===== src/rtl/uart_tx_arbiter.sv =====
// Round-robin arbiter sharing one UART transmitter between two message requesters.
// Handles load strobe, completion wait with timeout abort, ack/err pulses and a post-frame gap.

module uart_tx_arbiter_chk (
  input logic       clk,
  input logic       rst_n,
  input logic [1:0] grant,
  input logic [1:0] ack,
  input logic [1:0] err,
  input logic       load
);

  a_ack_err_excl: assert property (@(posedge clk) disable iff (!rst_n) !((|ack) && (|err)));
  a_grant_onehot: assert property (@(posedge clk) disable iff (!rst_n) $onehot0(grant));
  a_ack_onehot:   assert property (@(posedge clk) disable iff (!rst_n) $onehot0(ack));
  a_err_onehot:   assert property (@(posedge clk) disable iff (!rst_n) $onehot0(err));
  a_load_owned:   assert property (@(posedge clk) disable iff (!rst_n) load |-> (grant != 2'b00));

endmodule

module uart_tx_arbiter #(
  parameter int MSG_W          = 64,
  parameter int TIMEOUT_CYCLES = 200000,
  parameter int GAP_CYCLES     = 16
) (
  input  logic             clk_Arbiter,
  input  logic             Reset_Arbiter,
  input  logic             req_0,
  input  logic             req_1,
  input  logic [MSG_W-1:0] msg_0,
  input  logic [MSG_W-1:0] msg_1,
  input  logic             tx_done,
  output logic [MSG_W-1:0] message_out,
  output logic             load_message,
  output logic [1:0]       grant,
  output logic             ack_0,
  output logic             ack_1,
  output logic             err_0,
  output logic             err_1,
  output logic             arb_busy
);

  localparam int CNT_W = $clog2(TIMEOUT_CYCLES + 1);
  localparam int GAP_W = (GAP_CYCLES > 1) ? $clog2(GAP_CYCLES) : 1;
  localparam logic [CNT_W-1:0] CNT_MAX  = CNT_W'(TIMEOUT_CYCLES);
  localparam logic [CNT_W-1:0] CNT_ONE  = CNT_W'(1);
  localparam logic [GAP_W-1:0] GAP_ONE  = GAP_W'(1);
  localparam logic [GAP_W-1:0] GAP_LAST = (GAP_CYCLES > 0) ? GAP_W'(GAP_CYCLES - 1) : GAP_W'(0);

  typedef enum logic [1:0] {
    ST_IDLE = 2'd0,
    ST_LOAD = 2'd1,
    ST_WAIT = 2'd2,
    ST_GAP  = 2'd3
  } state_e;

  // A zero-length gap sends the frame-finished path straight back to IDLE.
  localparam state_e ST_AFTER = (GAP_CYCLES > 0) ? ST_GAP : ST_IDLE;

  state_e           state_q, state_d;
  logic [MSG_W-1:0] msg_q, msg_d;
  logic             load_q, load_d;
  logic [1:0]       grant_q, grant_d;
  logic [1:0]       ack_q, ack_d;
  logic [1:0]       err_q, err_d;
  logic             busy_q, busy_d;
  logic             last_q, last_d;
  logic [CNT_W-1:0] cnt_q, cnt_d;
  logic [GAP_W-1:0] gap_q, gap_d;

  logic             win_s;
  logic [CNT_W-1:0] cnt_inc_s;

  // Winner selection and saturating timeout increment.
  always_comb begin
    win_s     = 1'b0;
    cnt_inc_s = cnt_q;
    if (req_0 && req_1) begin
      win_s = ~last_q;
    end else if (req_1) begin
      win_s = 1'b1;
    end else begin
      win_s = 1'b0;
    end
    if (cnt_q == CNT_MAX) begin
      cnt_inc_s = cnt_q;
    end else begin
      cnt_inc_s = cnt_q + CNT_ONE;
    end
  end

  // Next-state and registered-output logic.
  always_comb begin
    state_d = state_q;
    msg_d   = msg_q;
    load_d  = 1'b0;
    grant_d = grant_q;
    ack_d   = 2'b00;
    err_d   = 2'b00;
    last_d  = last_q;
    cnt_d   = cnt_q;
    gap_d   = gap_q;
    case (state_q)
      ST_IDLE: begin
        if (req_0 || req_1) begin
          state_d = ST_LOAD;
          msg_d   = win_s ? msg_1 : msg_0;
          load_d  = 1'b1;
          grant_d = win_s ? 2'b10 : 2'b01;
          last_d  = win_s;
        end else begin
          state_d = ST_IDLE;
        end
      end
      ST_LOAD: begin
        cnt_d   = {CNT_W{1'b0}};
        state_d = ST_WAIT;
      end
      ST_WAIT: begin
        cnt_d = cnt_inc_s;
        // Completion takes priority over a timeout landing on the same cycle.
        if (tx_done) begin
          ack_d   = grant_q;
          grant_d = 2'b00;
          gap_d   = {GAP_W{1'b0}};
          state_d = ST_AFTER;
        end else if (cnt_inc_s == CNT_MAX) begin
          err_d   = grant_q;
          grant_d = 2'b00;
          gap_d   = {GAP_W{1'b0}};
          state_d = ST_AFTER;
        end else begin
          state_d = ST_WAIT;
        end
      end
      ST_GAP: begin
        if (gap_q == GAP_LAST) begin
          state_d = ST_IDLE;
        end else begin
          gap_d = gap_q + GAP_ONE;
        end
      end
      default: begin
        state_d = ST_IDLE;
        grant_d = 2'b00;
      end
    endcase
    busy_d = (state_d != ST_IDLE);
  end

  // State and output registers.
  always_ff @(posedge clk_Arbiter or negedge Reset_Arbiter) begin
    if (!Reset_Arbiter) begin
      state_q <= ST_IDLE;
      msg_q   <= {MSG_W{1'b0}};
      load_q  <= 1'b0;
      grant_q <= 2'b00;
      ack_q   <= 2'b00;
      err_q   <= 2'b00;
      busy_q  <= 1'b0;
      last_q  <= 1'b1;
      cnt_q   <= {CNT_W{1'b0}};
      gap_q   <= {GAP_W{1'b0}};
    end else begin
      state_q <= state_d;
      msg_q   <= msg_d;
      load_q  <= load_d;
      grant_q <= grant_d;
      ack_q   <= ack_d;
      err_q   <= err_d;
      busy_q  <= busy_d;
      last_q  <= last_d;
      cnt_q   <= cnt_d;
      gap_q   <= gap_d;
    end
  end

  assign message_out  = msg_q;
  assign load_message = load_q;
  assign grant        = grant_q;
  assign ack_0        = ack_q[0];
  assign ack_1        = ack_q[1];
  assign err_0        = err_q[0];
  assign err_1        = err_q[1];
  assign arb_busy     = busy_q;

  uart_tx_arbiter_chk u_chk (
    .clk   (clk_Arbiter),
    .rst_n (Reset_Arbiter),
    .grant (grant_q),
    .ack   (ack_q),
    .err   (err_q),
    .load  (load_q)
  );

endmodule

===== config.mk =====
export PLATFORM = sky130hd
export DESIGN_NAME = uart_tx_arbiter
export DESIGN_NICKNAME = d
export VERILOG_FILES = /design/src/rtl/uart_tx_arbiter.sv
export SDC_FILE = /design/constraint.sdc
export NUM_CORES = 1
export LEC_CHECK = 0
export ABC_AREA = 1
export ABC_CLOCK_PERIOD_IN_PS = 2000
export BUFFER_PORTS_ARGS = -buffer_cell sky130_fd_sc_hd__buf_2
export CORE_UTILIZATION = 49
export CTS_CLUSTER_SIZE = 20
export DETAILED_ROUTE_END_ITERATION = 7
export PLACE_DENSITY = 0.83
export SYNTH_ARGS = -nofsm -noshare
export SYNTH_HDL_FRONTEND = slang
export SYNTH_HIERARCHICAL = 1
export SYNTH_SLANG_ARGS = --single-unit

===== constraint.sdc =====
create_clock -name clk_Arbiter -period 2 [get_ports clk_Arbiter]
set_input_delay 0.3 -clock clk_Arbiter [delete_from_list [all_inputs] [get_ports clk_Arbiter]]
set_output_delay 0.3 -clock clk_Arbiter [all_outputs]
set_load 0.005 [all_outputs]

==> flow_summary.ini <==
[cts]
cts_tree = yes
cts-root-buf = clkbuf_8
insertion_delay_ps = 380
numCtsBuffers = 9
clk_path_buf_depth = 2
htreeDepth = 3
cts.sinks = 97
clk_pin_slew_worst_paths_ps = 110

[timing]
rsz0062_at_grt = true
tightestPinTransition_ps = 495
slew_violations = 0
fmax_ghz = 0.505
period_share_pct = 98.9
setup_viol = 0
hold_ws_ps = 188
period_minus_slack_ps = 1980
fin_setup_tns_ps = 0
skew_ps = 14.5
max_slew_margin_pct = 67.0
hold_viol_final = 0

[final_layout]
postLayoutCoreUtil_pct = 67.8
nets = 991
final_cell_count_no_fill = 991
areaGrowthSynthToFinish_pct = 33.9
drive_above_1_share_pct = 34.7

[power]
clock_power_share_pct = 17.1
power_density_mw_per_mm2 = 1190
p_int_mw = 4.72
leakage_nw = 3.27
ir_worst_vdd_mv = 0.669
pwr-share-seq_pct = 40.0
p_comb_share_pct = 42.9
power_switching_mw = 3.18
p_sw_share_pct = 40.3
power_mw = 7.91

[worst_hold_path]
hold_end = message_out[31]
whs_path_depth = 3
hp-start = msg_1[31]
hold_path.class = in2reg

[routing]
drt_iter0_markers = 278
routedWlPerCell_um = 14.7
ant_nets = 0
drt-vias-per-instance = 5.17
via_count = 5128
drc_errors = 0
wl_um = 14600
drtPass1Iterations = 5

[flow_run]
cap_violations = 0

[synthesis]
synth_seq_cells = 97
syn-num-nets = 784
netlist_area_mm2 = 0.00494
ys_async_sr_fraction_pct = 100
syn_avg_cell_area_um2 = 7.68
ys_types = 28
synth.top_cells.by_area = dfrtp_1 (49%), o21ai_0 (14%), nand2_1 (11%)
synth_top_area_share_pct = 48.6
ys.flop_type = dfrtp_1
synth-edff-count = 0
synth_warnings = 6
seq_area_frac_synth_pct = 49.1
netlist_instances = 644
synth_top_cell_by_area = dfrtp_1

[global_route]
grt_usage_pct = 28.0
grt_pass1_wl_um = 22400
antenna_found_initial = 0
grt_max_degree = 67
first_global_vias = 4604
grt-ovfl-total = 0

[worst_setup_path]
slowest_delay_ps = 430
worstPathArrival_ps = 2290
start_kind = flip-flop
worst-setup-path-type = reg2reg
crit_top_cell = nand2_1
r2r-start = cnt_q[0]
crit_path_max_fanout = 5
cp_slowest_cell = dfrtp_2
crit_path_end_kind = flip-flop
reg2reg_slack_ps = 20
crit_family = simple AND/OR/NAND/NOR gates
r2r-end = arb_busy
critPathBufInv = 2
rr_worst_depth = 14
cp_data_required_time_ps = 2310
worstPathCellList = buf_4, nand2_1, nor2_4, nand2_4, nor2_4, nand3_2, nand2_2, buf_4, nand2_1, nor2_1, nand4_1, nand2_1, nand2_1, nand2_1

[floorplan]
dieArea_mm2 = 0.0105
rows = 36
io_pins = 205
die_x_um = 102
initial_core_util_pct = 50.6
die_h_um = 102
coreArea_mm2 = 0.00977

[place]
place_congestion = 0.937
place_inst = 967
dpl.hpwl_um = 10600
port-buffer-count = 204

[run_status]
status = finished, final reports clean
worst max-delay path by stage:
stage | from | slack [ps] | cells past startpoint | end
finish | cnt_q[0] | 20 | 14 | arb_busy
global route | cnt_q[0] | -120 | 12 | arb_busy
global placement | cnt_q[0] | 10 | 15 | grant[0]
CTS | cnt_q[1] | 8 | 13 | grant[1]
detailed placement | cnt_q[0] | -40 | 15 | grant[1]
floorplan | cnt_q[0] | 180 | 15 | grant[0]
area by class of cell:
class	instances	area (um^2)
Sequential cell	97	2430
Tap cell	133	166
Inverter	49	186
Timing Repair Buffer	227	1260
Clock inverter	7	87.6
Multi-Input combinational cell	467	2360
Antenna cell	2	5.00
Fill cell	847	3150
Clock buffer	9	124
power by group through the flow:
stage / sequential [mW] / combinational, mW / clock, mW
2_1_floorplan: 3.21 / 1.67 / 0
3_3_place_gp: 3.17 / 3.23 / 0
3_5_place_dp: 3.15 / 3.31 / 0
4_1_cts: 3.14 / 3.31 / 1.37
5_1_grt: 3.26 / 3.83 / 1.44
6_report: 3.16 / 3.39 / 1.35
registers in the layout (all words and copies together), names as in the netlist:
signal and flops:
cnt_q 18, arb_busy 1, gap_q 4, err_q 2, load_message 1, message_out 64, last_q 1, grant 2
state_q 2, ack_q 2
layout by cell type, fill, tap and decap left out, drive strengths merged:
cell type / Yosys / final
a21oi: 2 / 2
a31oi: 1 / 1
and2: 1 / 1
buf: 0 / 226
bufinv: 0 / 1
clkbuf: 31 / 9
clkinv: 0 / 2
clkinvlp: 0 / 2
dfrtp: 96 / 96
dfstp: 1 / 1
diode: 0 / 2
dlygate4sd3: 0 / 1
ha: 7 / 7
inv: 49 / 51
nand2: 147 / 147
nand3: 33 / 33
nand3b: 1 / 1
nand4: 6 / 6
nor2: 101 / 101
nor3: 6 / 6
o21ai: 140 / 140
o22ai: 14 / 14
or2: 1 / 1
xor2: 7 / 7
synth_stat cells (2+ instances only):
cell type / count
nand2_1: 140
o21ai_0: 138
dfrtp_1: 96
nor2_1: 95
inv_1: 47
clkbuf_1: 31
nand3_1: 31
o22ai_1: 14
ha_1: 7
xor2_1: 7
nand2_2: 5
nor2_2: 5
nor3_1: 5
nand4_1: 4
a21oi_1: 2
inv_2: 2
nand2_4: 2
nand3_2: 2
nand4_2: 2
through the flow:
stage | setup WS (ps) | area [um^2]
finish | 21.0 | 6620
floorplan | 185 | 4940
CTS | 7.98 | 6450
global placement | 11.3 | 6220
global route | -123 | 6620
detailed placement | -36.4 | 6220
worst reg2reg max path: stages (launching register included):
cell     delay [ps]
dfrtp_2         430
buf_4           140
nand2_1          90
nor2_4          180
nand2_4          90
nor2_4          160
nand3_2          90
nand2_2          90
buf_4           120
nand2_1          60
nor2_1          120
nand4_1         110
nand2_1         100
nand2_1          70
nand2_1          80
kinds of logic after synthesis:
logic type	synth area share, %
buffers and inverters	6.07
and+or+nand+nor	25.5
adders and majority gates	1.77
AOI/OAI and AO/OA	16.3
xor gates and xnor gates	1.24
DFF	49.1
metal layers:
metal	up-vias	GRT usage [%]	share of wire, %
li1	2509	-	-
met1	2387	38.6	42
met2	214	44.2	49
met3	18	5.61	7.6
met4	0	9.23	1.5
met5	-	0	0
repair_timing:
item                                   CTS  global route
buffers inserted                         1             4
endpoints found under the hold margin   28             0
hold buffers                             1             0
setup endpoints to repair                7            10
pin swaps                                0            19
cloned                                   0             0
resized for setup                        1            37
(Power assumes the default switching activity.)
